--- src/rtl/engine_csr_pkg.sv ---
// Shared definitions for the engine CSR bank: address-map offsets, decode
// result type and the byte-lane merge used by every strobed register.
package engine_csr_pkg;

  // Widest register the byte-merge helper handles; DATA_W must not exceed it.
  localparam int CSR_MAX_W = 256;
  localparam int CSR_MAX_B = CSR_MAX_W / 8;

  typedef enum logic [2:0] {
    DEC_CTRL,
    DEC_STATUS,
    DEC_IRQ_EN,
    DEC_ID,
    DEC_UNMAPPED
  } csr_decode_e;

  function automatic int OFS_STATUS(input int n);
    return n;
  endfunction

  function automatic int OFS_IRQ_EN(input int n);
    return n + 1;
  endfunction

  function automatic int OFS_ID(input int n);
    return n + 2;
  endfunction

  // Byte k of the result comes from new_v when strobe[k] is set, else old_v.
  function automatic logic [CSR_MAX_W-1:0] byte_merge(
    input logic [CSR_MAX_W-1:0] old_v,
    input logic [CSR_MAX_W-1:0] new_v,
    input logic [CSR_MAX_B-1:0] strobe
  );
    logic [CSR_MAX_W-1:0] res;
    res = old_v;
    for (int k = 0; k < CSR_MAX_B; k++) begin
      if (strobe[k]) res[k*8 +: 8] = new_v[k*8 +: 8];
    end
    return res;
  endfunction

endpackage

--- src/rtl/engine_csr_sticky_status.sv ---
// Sticky event register: status_in bits set, byte-strobed write-1 clears,
// and a set arriving in the same cycle as its clear keeps the bit at 1.
module engine_csr_sticky_status
  import engine_csr_pkg::*;
#(
  parameter int DATA_W = 32
) (
  input  logic                clock,
  input  logic                reset,
  input  logic                clear_en,
  input  logic [DATA_W-1:0]   clear_data,
  input  logic [DATA_W/8-1:0] clear_strobe,
  input  logic [DATA_W-1:0]   status_in,
  output logic [DATA_W-1:0]   status
);

  logic [DATA_W-1:0] clear_mask;

  always_comb begin
    clear_mask = '0;
    if (clear_en) begin
      clear_mask = DATA_W'(byte_merge('0, CSR_MAX_W'(clear_data), CSR_MAX_B'(clear_strobe)));
    end
  end

  always_ff @(posedge clock) begin
    if (reset) begin
      status <= '0;
    end else begin
      status <= (status & ~clear_mask) | status_in;
    end
  end

endmodule

--- src/rtl/engine_csr_bank.sv ---
// Word-addressed CSR bank: NUM_CTRL control registers, sticky STATUS,
// IRQ_EN and a constant ID, with registered reads and error pulses.
module engine_csr_bank
  import engine_csr_pkg::*;
#(
  parameter int                DATA_W     = 32,
  parameter int                ADDR_W     = 33,
  parameter int                NUM_CTRL   = 4,
  parameter logic [ADDR_W-1:0] BASE_ADDR  = 'hAA,
  parameter logic [DATA_W-1:0] CTRL_RESET = '0,
  parameter logic [DATA_W-1:0] ID_VALUE   = 'hE5C0_0001
) (
  input  logic                         clock,
  input  logic                         reset,
  input  logic [ADDR_W-1:0]            address,
  input  logic                         write_enable,
  input  logic [DATA_W-1:0]            write_data,
  input  logic [DATA_W/8-1:0]          write_strobe,
  input  logic                         read_enable,
  output logic [DATA_W-1:0]            read_data,
  output logic                         read_valid,
  output logic                         access_error,
  output logic [NUM_CTRL*DATA_W-1:0]   ctrl_out,
  output logic [NUM_CTRL-1:0]          ctrl_wr_pulse,
  input  logic [DATA_W-1:0]            status_in,
  output logic                         irq
);

  // Bus protocol: write_enable and read_enable are single-cycle requests with
  // no back-pressure; every request is taken at the edge where it is high.
  // read_valid marks the one cycle in which read_data carries the answer.

  localparam logic [ADDR_W-1:0] OFS_ST = ADDR_W'(OFS_STATUS(NUM_CTRL));
  localparam logic [ADDR_W-1:0] OFS_IE = ADDR_W'(OFS_IRQ_EN(NUM_CTRL));
  localparam logic [ADDR_W-1:0] OFS_RO = ADDR_W'(OFS_ID(NUM_CTRL));

  logic [NUM_CTRL-1:0][DATA_W-1:0] ctrl_q;
  logic [DATA_W-1:0]               irq_en_q;
  logic [DATA_W-1:0]               status_q;
  logic [ADDR_W-1:0]               offset;
  csr_decode_e                     dec;
  logic [NUM_CTRL-1:0]             ctrl_hit;
  logic                            irq_en_wr;
  logic                            status_clr;
  logic                            err_next;
  logic [DATA_W-1:0]               rd_mux;

  // Addresses below the base are rejected before the wrapped offset is used.
  always_comb begin
    offset = address - BASE_ADDR;
    dec    = DEC_UNMAPPED;
    if (address >= BASE_ADDR) begin
      if (offset < ADDR_W'(NUM_CTRL)) dec = DEC_CTRL;
      else if (offset == OFS_ST)      dec = DEC_STATUS;
      else if (offset == OFS_IE)      dec = DEC_IRQ_EN;
      else if (offset == OFS_RO)      dec = DEC_ID;
    end
  end

  always_comb begin
    ctrl_hit = '0;
    for (int i = 0; i < NUM_CTRL; i++) begin
      ctrl_hit[i] = write_enable && (|write_strobe) && (dec == DEC_CTRL)
                    && (offset == ADDR_W'(i));
    end
    irq_en_wr  = write_enable && (dec == DEC_IRQ_EN);
    status_clr = write_enable && (dec == DEC_STATUS);
    err_next   = (read_enable && (dec == DEC_UNMAPPED))
               || (write_enable && ((dec == DEC_UNMAPPED) || (dec == DEC_ID)));
  end

  // Reads see register contents before this edge's write or status update.
  always_comb begin
    rd_mux = '0;
    case (dec)
      DEC_CTRL: begin
        for (int i = 0; i < NUM_CTRL; i++) begin
          if (offset == ADDR_W'(i)) rd_mux = ctrl_q[i];
        end
      end
      DEC_STATUS: rd_mux = status_q;
      DEC_IRQ_EN: rd_mux = irq_en_q;
      DEC_ID:     rd_mux = ID_VALUE;
      default:    rd_mux = '0;
    endcase
  end

  engine_csr_sticky_status #(
    .DATA_W(DATA_W)
  ) u_status (
    .clock       (clock),
    .reset       (reset),
    .clear_en    (status_clr),
    .clear_data  (write_data),
    .clear_strobe(write_strobe),
    .status_in   (status_in),
    .status      (status_q)
  );

  always_ff @(posedge clock) begin
    if (reset) begin
      ctrl_q        <= {NUM_CTRL{CTRL_RESET}};
      irq_en_q      <= '0;
      read_data     <= '0;
      read_valid    <= 1'b0;
      access_error  <= 1'b0;
      ctrl_wr_pulse <= '0;
      irq           <= 1'b0;
    end else begin
      for (int i = 0; i < NUM_CTRL; i++) begin
        if (ctrl_hit[i]) begin
          ctrl_q[i] <= DATA_W'(byte_merge(CSR_MAX_W'(ctrl_q[i]), CSR_MAX_W'(write_data),
                                          CSR_MAX_B'(write_strobe)));
        end
      end
      if (irq_en_wr) begin
        irq_en_q <= DATA_W'(byte_merge(CSR_MAX_W'(irq_en_q), CSR_MAX_W'(write_data),
                                       CSR_MAX_B'(write_strobe)));
      end
      ctrl_wr_pulse <= ctrl_hit;
      read_valid    <= read_enable;
      if (read_enable) read_data <= rd_mux;
      access_error  <= err_next;
      irq           <= |(status_q & irq_en_q);
    end
  end

  assign ctrl_out = ctrl_q;

endmodule

--- config.mk ---
export PLATFORM = sky130hd
export DESIGN_NAME = engine_csr_bank
export DESIGN_NICKNAME = d
export VERILOG_FILES = /design/src/rtl/engine_csr_pkg.sv /design/src/rtl/engine_csr_sticky_status.sv /design/src/rtl/engine_csr_bank.sv
export SDC_FILE = /design/constraint.sdc
export NUM_CORES = 1
export LEC_CHECK = 0
export ABC_AREA = 0
export CORE_UTILIZATION = 50
export DETAILED_ROUTE_END_ITERATION = 10
export PLACE_DENSITY = 0.92
export SETUP_SLACK_MARGIN = 0.15
export SLEW_MARGIN = 20
export SYNTH_ARGS = -nofsm -noshare
export SYNTH_HDL_FRONTEND = slang
export SYNTH_SLANG_ARGS = --single-unit
--- constraint.sdc ---
create_clock -name clock -period 5.5 [get_ports clock]
set_input_delay 1.375 -clock clock [delete_from_list [all_inputs] [get_ports clock]]
set_output_delay 1.375 -clock clock [all_outputs]
set_load 0.02 [all_outputs]
== Yosys cells after proc, flatten, opt, wreduce, memory -nomap -nowiden ==
Index checks and enable logic that the tools add are counted.

* Flip-flop bits (word level): 231
* Input bits: 105
* Output and inout bits: 167
* Logic and storage cells: 94

* Add/subtract/negate cells: 1
* Order comparisons: 2
* Equality and inequality tests: 10
* Mux-type cells: 15
* Bitwise gates (word level): 4
* Reductions and logical operators: 36

{| class="wikitable"
|+ Operator list
! cell !! number
|-
| 32-bit two-way mux || 5
|-
| 32-bit case mux with 4 select lines || 1
|-
| 33-bit by 3-bit equality test with 1-bit output, second input constant || 3
|-
| 33-bit by 2-bit equality test with 1-bit output, second input constant || 2
|-
| 32-bit bitwise AND || 2
|-
| 2-bit AND reduction || 20
|-
| 33-bit by 1-bit equality test with 1-bit output, second input constant || 1
|-
| 33-bit by 8-bit greater-or-equal comparator with 1-bit output, second input constant || 1
|-
| 33-bit zero test || 1
|-
| 33-bit by 3-bit less-than comparator with 1-bit output, second input constant || 1
|-
| 33-bit by 8-bit subtractor with 33-bit output, second input constant || 1
|-
| 8-bit two-way mux || 4
|-
| 32-bit inverter || 1
|-
| 32-bit OR || 1
|-
| 32-bit OR reduction || 1
|-
| 3-bit two-way mux || 5
|-
| 1-bit logical AND || 10
|-
| 3-bit by 2-bit equality test with 1-bit output, second input constant || 2
|-
| 4-bit OR reduction || 1
|-
| 3-bit by 1-bit equality test with 1-bit output, second input constant || 1
|-
| 3-bit equality test, second input constant || 1
|-
| 3-bit zero test || 1
|-
| 1-bit logical OR || 2
|}

== Logic depth before layout (Yosys ltp) ==
Gate-level depths: netlist of run 1.

* Depth after elaboration: 13
* Gate-level depth with buffers: 13

== Cells and area by module ==
From an unflattened synthesis of run 1, not the netlist that was laid out.

* Cell total of the unflattened synthesis: 1,103
* Area total of the unflattened synthesis: 11,350.9 sq um

{| class="wikitable"
|+ By module, submodules not included
! module !! instances !! cells each !! area an instance (sq um)
|-
| engine_csr_bank || 1 || 969 || 9,908.3
|-
| engine_csr_sticky_status || 1 || 134 || 1,442.6
|}

== Least setup slack after synthesis of run 1 ==
No wires, ideal clock.

* Path type: input -> register
* From: in address[15]
* To: reg ctrl_q, in the netlist ctrl_out[64]
* Arrival time: 4.138 ns
* Data required time: 5.377 ns
* Slack: 1.239 ns
* Stages: 9
* Buffers on the path: 2
* Cells stage by stage: or3_1 clkbuf_1 or4_4 or4b_4 xnor2_2 nor3_2 buf_6 nand4_4 mux2i_1

* Word-level cells in the longest chain between the ends: 11

{| class="wikitable"
|+ RTL lines
! item !! line !! source
|-
| start, declared || engine_csr_bank.sv:15 || <nowiki>input logic [ADDR_W-1:0] address,</nowiki>
|-
| branches (longest 9 deep; another with 33-bit by 8-bit subtractor with 33-bit output) || n/a ||
|-
| 1-bit logical AND (*) || engine_csr_bank.sv:64 || <nowiki>&& (offset == ADDR_W'(i));</nowiki>
|-
| 2-bit AND reduction (no source line) (*) || n/a ||
|-
| end signal, assigned || engine_csr_bank.sv:102 || <nowiki>ctrl_q <= {NUM_CTRL{CTRL_RESET}};</nowiki>
|-
| end signal, assigned by index || engine_csr_bank.sv:112 || <nowiki>ctrl_q[i] <= DATA_W'(byte_merge(CSR_MAX_W'(ctrl_q[i]), CSR_MAX_W'(write_data),</nowiki>
|-
| end, declared || engine_csr_bank.sv:37 || <nowiki>logic [NUM_CTRL-1:0][DATA_W-1:0] ctrl_q;</nowiki>
|}

Every way passes the cells marked *.
A chain may end at the register's enable or synchronous reset.

== Final worst setup path of run 1 ==
* From: in address[14]
* To: reg irq_en_q[7]

* Word-level cells in the longest chain between the ends: 10

{| class="wikitable"
|+ RTL lines
! item !! line !! source
|-
| branches (longest 6 deep; another with 33-bit by 8-bit subtractor with 33-bit output) || n/a ||
|-
| 3-bit two-way mux (*) || engine_csr_bank.sv:52 || <nowiki>if (address >= BASE_ADDR) begin</nowiki>
|-
| 3-bit by 2-bit equality test with 1-bit output (*) || engine_csr_bank.sv:66 || <nowiki>irq_en_wr = write_enable && (dec == DEC_IRQ_EN);</nowiki>
|-
| 1-bit logical AND (*) || engine_csr_bank.sv:66 ||
|-
| 2-bit AND reduction (no source line) (*) || n/a ||
|-
| end signal, assigned || engine_csr_bank.sv:117 || <nowiki>irq_en_q <= DATA_W'(byte_merge(CSR_MAX_W'(irq_en_q), CSR_MAX_W'(write_data),</nowiki>
|-
| end, declared || engine_csr_bank.sv:38 || <nowiki>logic [DATA_W-1:0] irq_en_q;</nowiki>
|}

Marked as above.

==> results.py, run 1 <==
metrics = {
    "run_status": {
        "status": "finished, final reports clean",
    },
    "route": {
        "vias_per_cell": 6.25,
        "drcViolationCount": 0,
        "num_vias": 10600,
        "ant_nets": 0,
        "wl_met1_um": 14600,
        "met3WireLength_um": 3900,
        "wirelength_um": 37500,
        "top_layer_used": "met4",
        "wl_per_cell_um": 22.2,
        "drt_iter0_drc": 1137,
        "firstDrtPassIters": 5,
        "route.met2.wl_um": 17800,
    },
    "synth": {
        "syn_area_um2": 11100,
        "ys_async_sr_fraction": 0,
        "synth_seq_area_share": 0.415,
        "synth_cells": 1155,
        "synth-edff-count": 0,
        "avgSynthCellArea_um2": 9.65,
        "ys_types": 70,
        "ys_warn_count": 0,
        "syn_nets": 1261,
        "synth_ff_type": "dfxtp_1",
        "ys_ff_latch": 231,
    },
    "floorplan": {
        "core_area_um2": 21800,
        "chipHeight_um": 151,
        "rows": 54,
        "io-pin-count": 272,
        "start_util": 0.511,
        "die_w_um": 151,
        "die_area_um2": 22900,
    },
    "cts": {
        "postCtsSetupBuffers": 0,
        "ctsHoldBuffers": 0,
        "clkLatencyLatePin_ns": 0.51,
        "htreeDepth": 1,
        "cts_root_buffer": "clkbuf_16",
        "numCtsBuffers": 24,
        "cts.sinks": 231,
        "path_clk_slew_ns": 0.06,
        "clock_path_buffers": 3,
        "cts_tree": "built",
        "post_cts_resized": 0,
    },
    "setup_path": {
        "r2r_slack_ns": 4.09,
        "critPathBufInv": 1,
        "cp.required_ns": 5.93,
        "critical_path.top_delay_family": "simple AND/OR/NAND/NOR gates",
        "crit_start": "address[14]",
        "rr_worst_depth": 5,
        "critPathMaxStageDelay_ns": 0.65,
        "worstReg2RegEnd": "irq",
        "r2r-start": "u_status.status[26]",
        "critPathMaxFanout": 9,
        "cp.arrival_ns": 5.07,
        "endpoint_kind": "flop",
        "critPathLaunchType": "primary input",
        "worstSetupPathType": "in -> reg",
        "cp_slowest_cell": "and4b_1",
        "cp_cell_sequence": "clkdlybuf4s50_1, or3_1, or4_4, or4b_4, xnor2_2, nor3_4, and4b_1, mux2i_1",
    },
    "power_and_ir_drop": {
        "power_density_nw_per_um2": 246,
        "vdd_ir_drop_max_uv": 231,
        "power_leakage_nw": 6.18,
    },
    "timing": {
        "tns_ns": 0,
        "min_period_ns": 4.64,
        "timing.final.ws_setup_ns": 0.863,
        "grt_setup_unrepaired": "no",
        "hold_viol": 0,
        "report.final.slew_viol_count": 0,
        "fmax_mhz": 216,
        "fin_crit_sh": 0.843,
        "slew_headroom": 0.351,
        "finalClockSkew_ns": 0.00766,
        "max_slew.worst_pin.slew_ns": 0.973,
        "setup_viol": 0,
    },
    "cells_and_area": {
        "synthToLayoutAreaGrowth_pct": 33.0,
        "diodes": 0,
        "drive_gt1_frac": 0.0921,
        "nNetsFinal": 1504,
        "postLayoutCoreUtil": 0.679,
        "fin_area_um2": 14800,
    },
    "global_routing": {
        "antenna_found_initial": 3,
        "grt_pass1_wl_um": 57300,
        "grt_pass1_vias": 10500,
        "grt_usage": 0.322,
        "grt.overflow.total": 0,
        "grt_max_degree": 121,
    },
    "flow_run": {
        "maxCapViolCount": 0,
    },
    "min_path": {
        "hold_class": "reg -> reg",
        "hold_end": "read_data[2]",
        "min_from": "read_data[2]",
        "min_path_cells": 2,
    },
    "placement": {
        "gp_congestion": 0.895,
        "place_area_um2": 14100,
        "place_ws_ns": 0.423,
        "place_hpwl_um": 26200,
        "io_buffers": 271,
    },
}
cell usage in the layout, fill, tap and decap left out, drive strengths merged, types with 9 or more instances in the layout:
cell and n:
clkdlybuf4s50 269, nor4 11, and2 19, mux2i 169, a221oi 10, a21oi 13
o21ai 82, a221o 16, nand2 241, nor3 9, and3 11, clkbuf 33
nor2 35, a41oi 35, nor2b 34, dfxtp 231, buf 27, nand3 16
nand4 38, mux4 28
how the worst max path moves through the flow:
stage | slack, ns | endpoint | cells after the start
5_1_grt | 0.76 | irq_en_q[4] | 9
4_1_cts | 0.94 | irq_en_q[1] | 8
3_3_place_gp | 0.49 | irq_en_q[1] | 8
2_1_floorplan | 1.24 | ctrl_out[64] | 9
3_5_place_dp | 0.42 | irq_en_q[7] | 8
6_report | 0.86 | irq_en_q[7] | 8
synthesized netlist by cell type (all sizes together) (2+ instances only):
cell type	number	area share
a41oi	35	0.028
o41ai	3	0.0030
o21a	4	0.0027
inv	7	0.0024
mux2	3	0.0030
nand3	16	0.0072
or3	4	0.0027
and4	4	0.0031
a2111oi	3	0.0024
mux2i	169	0.15
dfxtp	231	0.41
nor2b	34	0.019
mux4	28	0.057
clkbuf	47	0.016
nor4	11	0.0067
nand2	241	0.081
a22oi	8	0.0054
o22a	2	0.0016
and2	19	0.011
or4	6	0.0047
nor4b	2	0.0029
and3	11	0.0062
o2111ai	2	0.0016
a221oi	10	0.0079
nor3	9	0.0055
or4b	2	0.0021
nor2	35	0.012
xnor2	3	0.0030
o21ai	82	0.037
buf	32	0.018
a211oi	3	0.0025
a21oi	13	0.0058
a22o	4	0.0031
a31o	2	0.0016
a31oi	2	0.0011
a221o	16	0.014
nand4	38	0.042
per-stage QoR:
step | hold slack, ns | std cells | total power [mW]
5_1_grt | 0.489 | 1691 | 3.75
4_1_cts | 0.464 | 1691 | 3.64
2_1_floorplan | 0.447 | 1155 | 1.91
3_3_place_gp | 0.434 | 1652 | 2.07
6_report | 0.460 | 1691 | 3.64
3_5_place_dp | 0.449 | 1652 | 2.07
cells by family (layout without fill, tap and decap cells):
logic type	after synthesis	in the layout	share of synthesized area
and+or+nand+nor	437	437	0.210
DFF	231	231	0.415
muxes	200	200	0.211
AOI/OAI and AO/OA	196	196	0.123
buffers and inverters	87	343	0.0367
xor gates and xnor gates	3	3	0.00303
adders and majority gates	1	1	0.00112
report_power, final:
part / leakage, nW / switching (mW) / internal (mW)
Sequential: 1.87 / 0.0173 / 1.69
Clock: 0.381 / 0.659 / 0.934
Combinational: 3.93 / 0.201 / 0.141
Total: 6.18 / 0.877 / 2.77
cell type report:
type	count	area, µm²
Clock buffer	33	706
Timing Repair Buffer	296	2920
Clock inverter	6	55.1
Sequential cell	231	4620
Inverter	8	35.0
Fill cell	1616	7000
Multi-Input combinational cell	837	6140
Tap cell	280	350
tightest hold or removal path: stages (launching register included):
cell and delay, ns:
dfxtp_1 0.33, nand2_1 0.05, nand3_1 0.05
flip-flops by register name (all words and copies together) (netlist names):
name	cells
irq	1
read_valid	1
access_error	1
irq_en_q	32
u_status.status	32
read_data	32
ctrl_out	128
ctrl_wr_pulse	4
layer usage:
metal,vias to the layer above,global-route usage
met5,-,0
met4,0,0.120
met3,107,0.0681
met2,619,0.532
met1,5130,0.410
li1,4712,-
No activity file was read; power rests on OpenSTA's default activity.
==> run 2, diff against run 1 <==
- CORE_UTILIZATION: 50 -> 45
- PLACE_DENSITY: 0.92 -> 0.88
- clock period: 5.5 -> 4.19 ns (I/O delays scaled with it)
==> run 2 against run 1 <==
Critical path depth is 2 higher. Global-route usage is 3.0 points lower. Critical path type unchanged. Sequential share of layout area is 1.3 points lower. Critical endpoint is now ctrl_out[50]. Utilization is 4.4 points lower. Power is 30% higher. First-iteration DRC count is 6.9% lower. Count of clock-buffer cells in the layout is 4 lower.
==> results.py, run 2 (synthesized netlist as in run 1, its figures left out) <==
metrics = {
    "run_status": {
        "status": "finished, final reports clean",
    },
    "route": {
        "drt_iter0_drc": 1058,
        "vias_per_cell": 5.93,
        "drcViolationCount": 0,
        "num_vias": 10600,
        "firstDrtPassIters": 5,
        "ant_nets": 0,
        "wl_per_cell_um": 21.2,
        "wirelength_um": 38100,
    },
    "power_and_ir_drop": {
        "power_density_nw_per_um2": 307,
        "p_switching_mw": 1.17,
        "vdd_ir_drop_max_uv": 353,
        "combPwrFrac": 0.098,
        "seq_power_share": 0.473,
        "p_clk_frac": 0.429,
        "sw_frac_of_total": 0.247,
        "intPower_mw": 3.57,
        "power_leakage_nw": 6.47,
    },
    "cts": {
        "post_cts_resized": 0,
        "htreeDepth": 1,
        "clock_path_buffers": 3,
        "clkLatencyLatePin_ns": 0.51,
        "cts_tree": "built",
        "postCtsSetupBuffers": 0,
        "cts.sinks": 231,
        "cts_root_buffer": "clkbuf_16",
        "numCtsBuffers": 23,
        "ctsHoldBuffers": 0,
        "path_clk_slew_ns": 0.06,
    },
    "setup_path": {
        "cp.arrival_ns": 4.24,
        "critPathMaxStageDelay_ns": 0.56,
        "critPathMaxFanout": 12,
        "critPathLaunchType": "primary input",
        "cp_cell_sequence": "clkdlybuf4s50_1, or4_1, or4_4, or4b_4, xnor2_2, nor3_4, buf_12, buf_4, nand4_4, mux2i_1",
        "worstSetupPathType": "in -> reg",
        "cp_slowest_cell": "or4_1",
        "endpoint_kind": "flop",
        "cp.required_ns": 4.56,
    },
    "cells_and_area": {
        "synthToLayoutAreaGrowth_pct": 38.6,
        "mostFrequentLayoutCells": "269 x clkdlybuf4s50_1, 241 x nand2_1, 231 x dfxtp_1, 169 x mux2i_1, 79 x o21ai_0",
        "fillCellCount": 1886,
        "drive_gt1_frac": 0.129,
        "layout_commonest_cell": "clkdlybuf4s50_1",
        "nNetsFinal": 1558,
        "final_cells": 1793,
        "largest_register_ffs": 128,
    },
    "global_routing": {
        "grt.overflow.total": 0,
        "grt_pass1_vias": 10600,
        "grt_max_degree": 62,
        "grt_usage": 0.291,
        "antenna_found_initial": 1,
        "grt_pass1_wl_um": 59200,
    },
    "timing": {
        "setup_viol": 0,
        "min_period_ns": 3.87,
        "grt_setup_unrepaired": "no",
        "report.final.slew_viol_count": 0,
        "hold_viol": 0,
        "max_slew.worst_pin.slew_ns": 1.02,
        "fmax_mhz": 258,
        "finalClockSkew_ns": 0.0138,
        "fin_crit_sh": 0.924,
        "slew_headroom": 0.318,
        "timing.final.ws_setup_ns": 0.321,
    },
    "floorplan": {
        "die_area_um2": 25400,
        "chipHeight_um": 159,
        "die_w_um": 159,
        "rows": 57,
        "core_area_um2": 24300,
        "io-pin-count": 272,
        "start_util": 0.458,
    },
    "placement": {
        "place_hpwl_um": 27900,
        "dp.cells": 1751,
        "place_ws_ns": -0.153,
        "gp_congestion": 0.894,
        "io_buffers": 271,
    },
    "min_path": {
        "hold_class": "reg -> reg",
    },
    "flow_run": {
        "maxCapViolCount": 0,
    },
}
## run 2: changes by cell type in the layout (fill, tap and decap cells not counted), moves of 2 or more
cell and delta:
buf_12 +14, buf_4 +41, clkbuf_16 -2, clkinvlp_4 +4
## run 2: power by group through the flow
stage | Clock (mW) | Sequential, mW | Combinational [mW]
3_3_place_gp | 0 | 2.29 | 0.448
5_1_grt | 2.14 | 2.24 | 0.496
6_report | 2.03 | 2.24 | 0.466
3_5_place_dp | 0 | 2.29 | 0.453
2_1_floorplan | 0 | 2.28 | 0.221
4_1_cts | 2.03 | 2.24 | 0.457
## run 2: final cells by class
| class | count | area [µm²] | share of cell area |
|---|---|---|---|
| Clock buffer | 29 | 638 | 0.0413 |
| Inverter | 8 | 35.0 | 0.00227 |
| Clock inverter | 12 | 98.8 | 0.00640 |
| Multi-Input combinational cell | 837 | 6140 | 0.398 |
| Antenna cell | 1 | 2.50 | 0.000162 |
| Tap cell | 324 | 405 | 0.0262 |
| Sequential cell | 231 | 4620 | 0.299 |
| Timing Repair Buffer | 351 | 3500 | 0.227 |
## run 2: worst max-delay path, delay by kind of cell
kind,cells,cell delay [ns]
and+or+nand+nor,5,2.02
xor gates and xnor gates,1,0.19
buffers and inverters,3,0.79
muxes,1,0.19
## run 2: per-stage QoR
stage           util  setup TNS (ns)  cell area, µm²  total power, mW  hold WS, ns
6_report       0.635               0           15500             4.74        0.453
5_1_grt        0.635               0           15400             4.87        0.484
4_1_cts        0.635               0           15400             4.73        0.460
3_5_place_dp   0.605          -16.61           14700             2.74        0.445
3_3_place_gp   0.605          -15.18           14700             2.74        0.435
2_1_floorplan      -               0           11100             2.50        0.447
## run 2: worst paths after layout
path	start	end	slack, ns	cells after the start
worst max-delay path	address[22]	ctrl_out[50]	0.32	10
worst min-delay path	read_data[6]	read_data[6]	0.45	2
worst max register to register	u_status.status[24]	irq	2.68	5
worst min register to register	read_data[6]	read_data[6]	0.45	2
## run 2: per-layer routing
metal  up-vias  global-route usage  wire [µm]  part of all wire
met5         -                   0          0                 0
met4         0              0.0988       1060             0.028
met3        83              0.0479       3020             0.079
met2       527               0.496      18300              0.48
met1      5182               0.374      15700              0.41
li1       4832                   -          -                 -
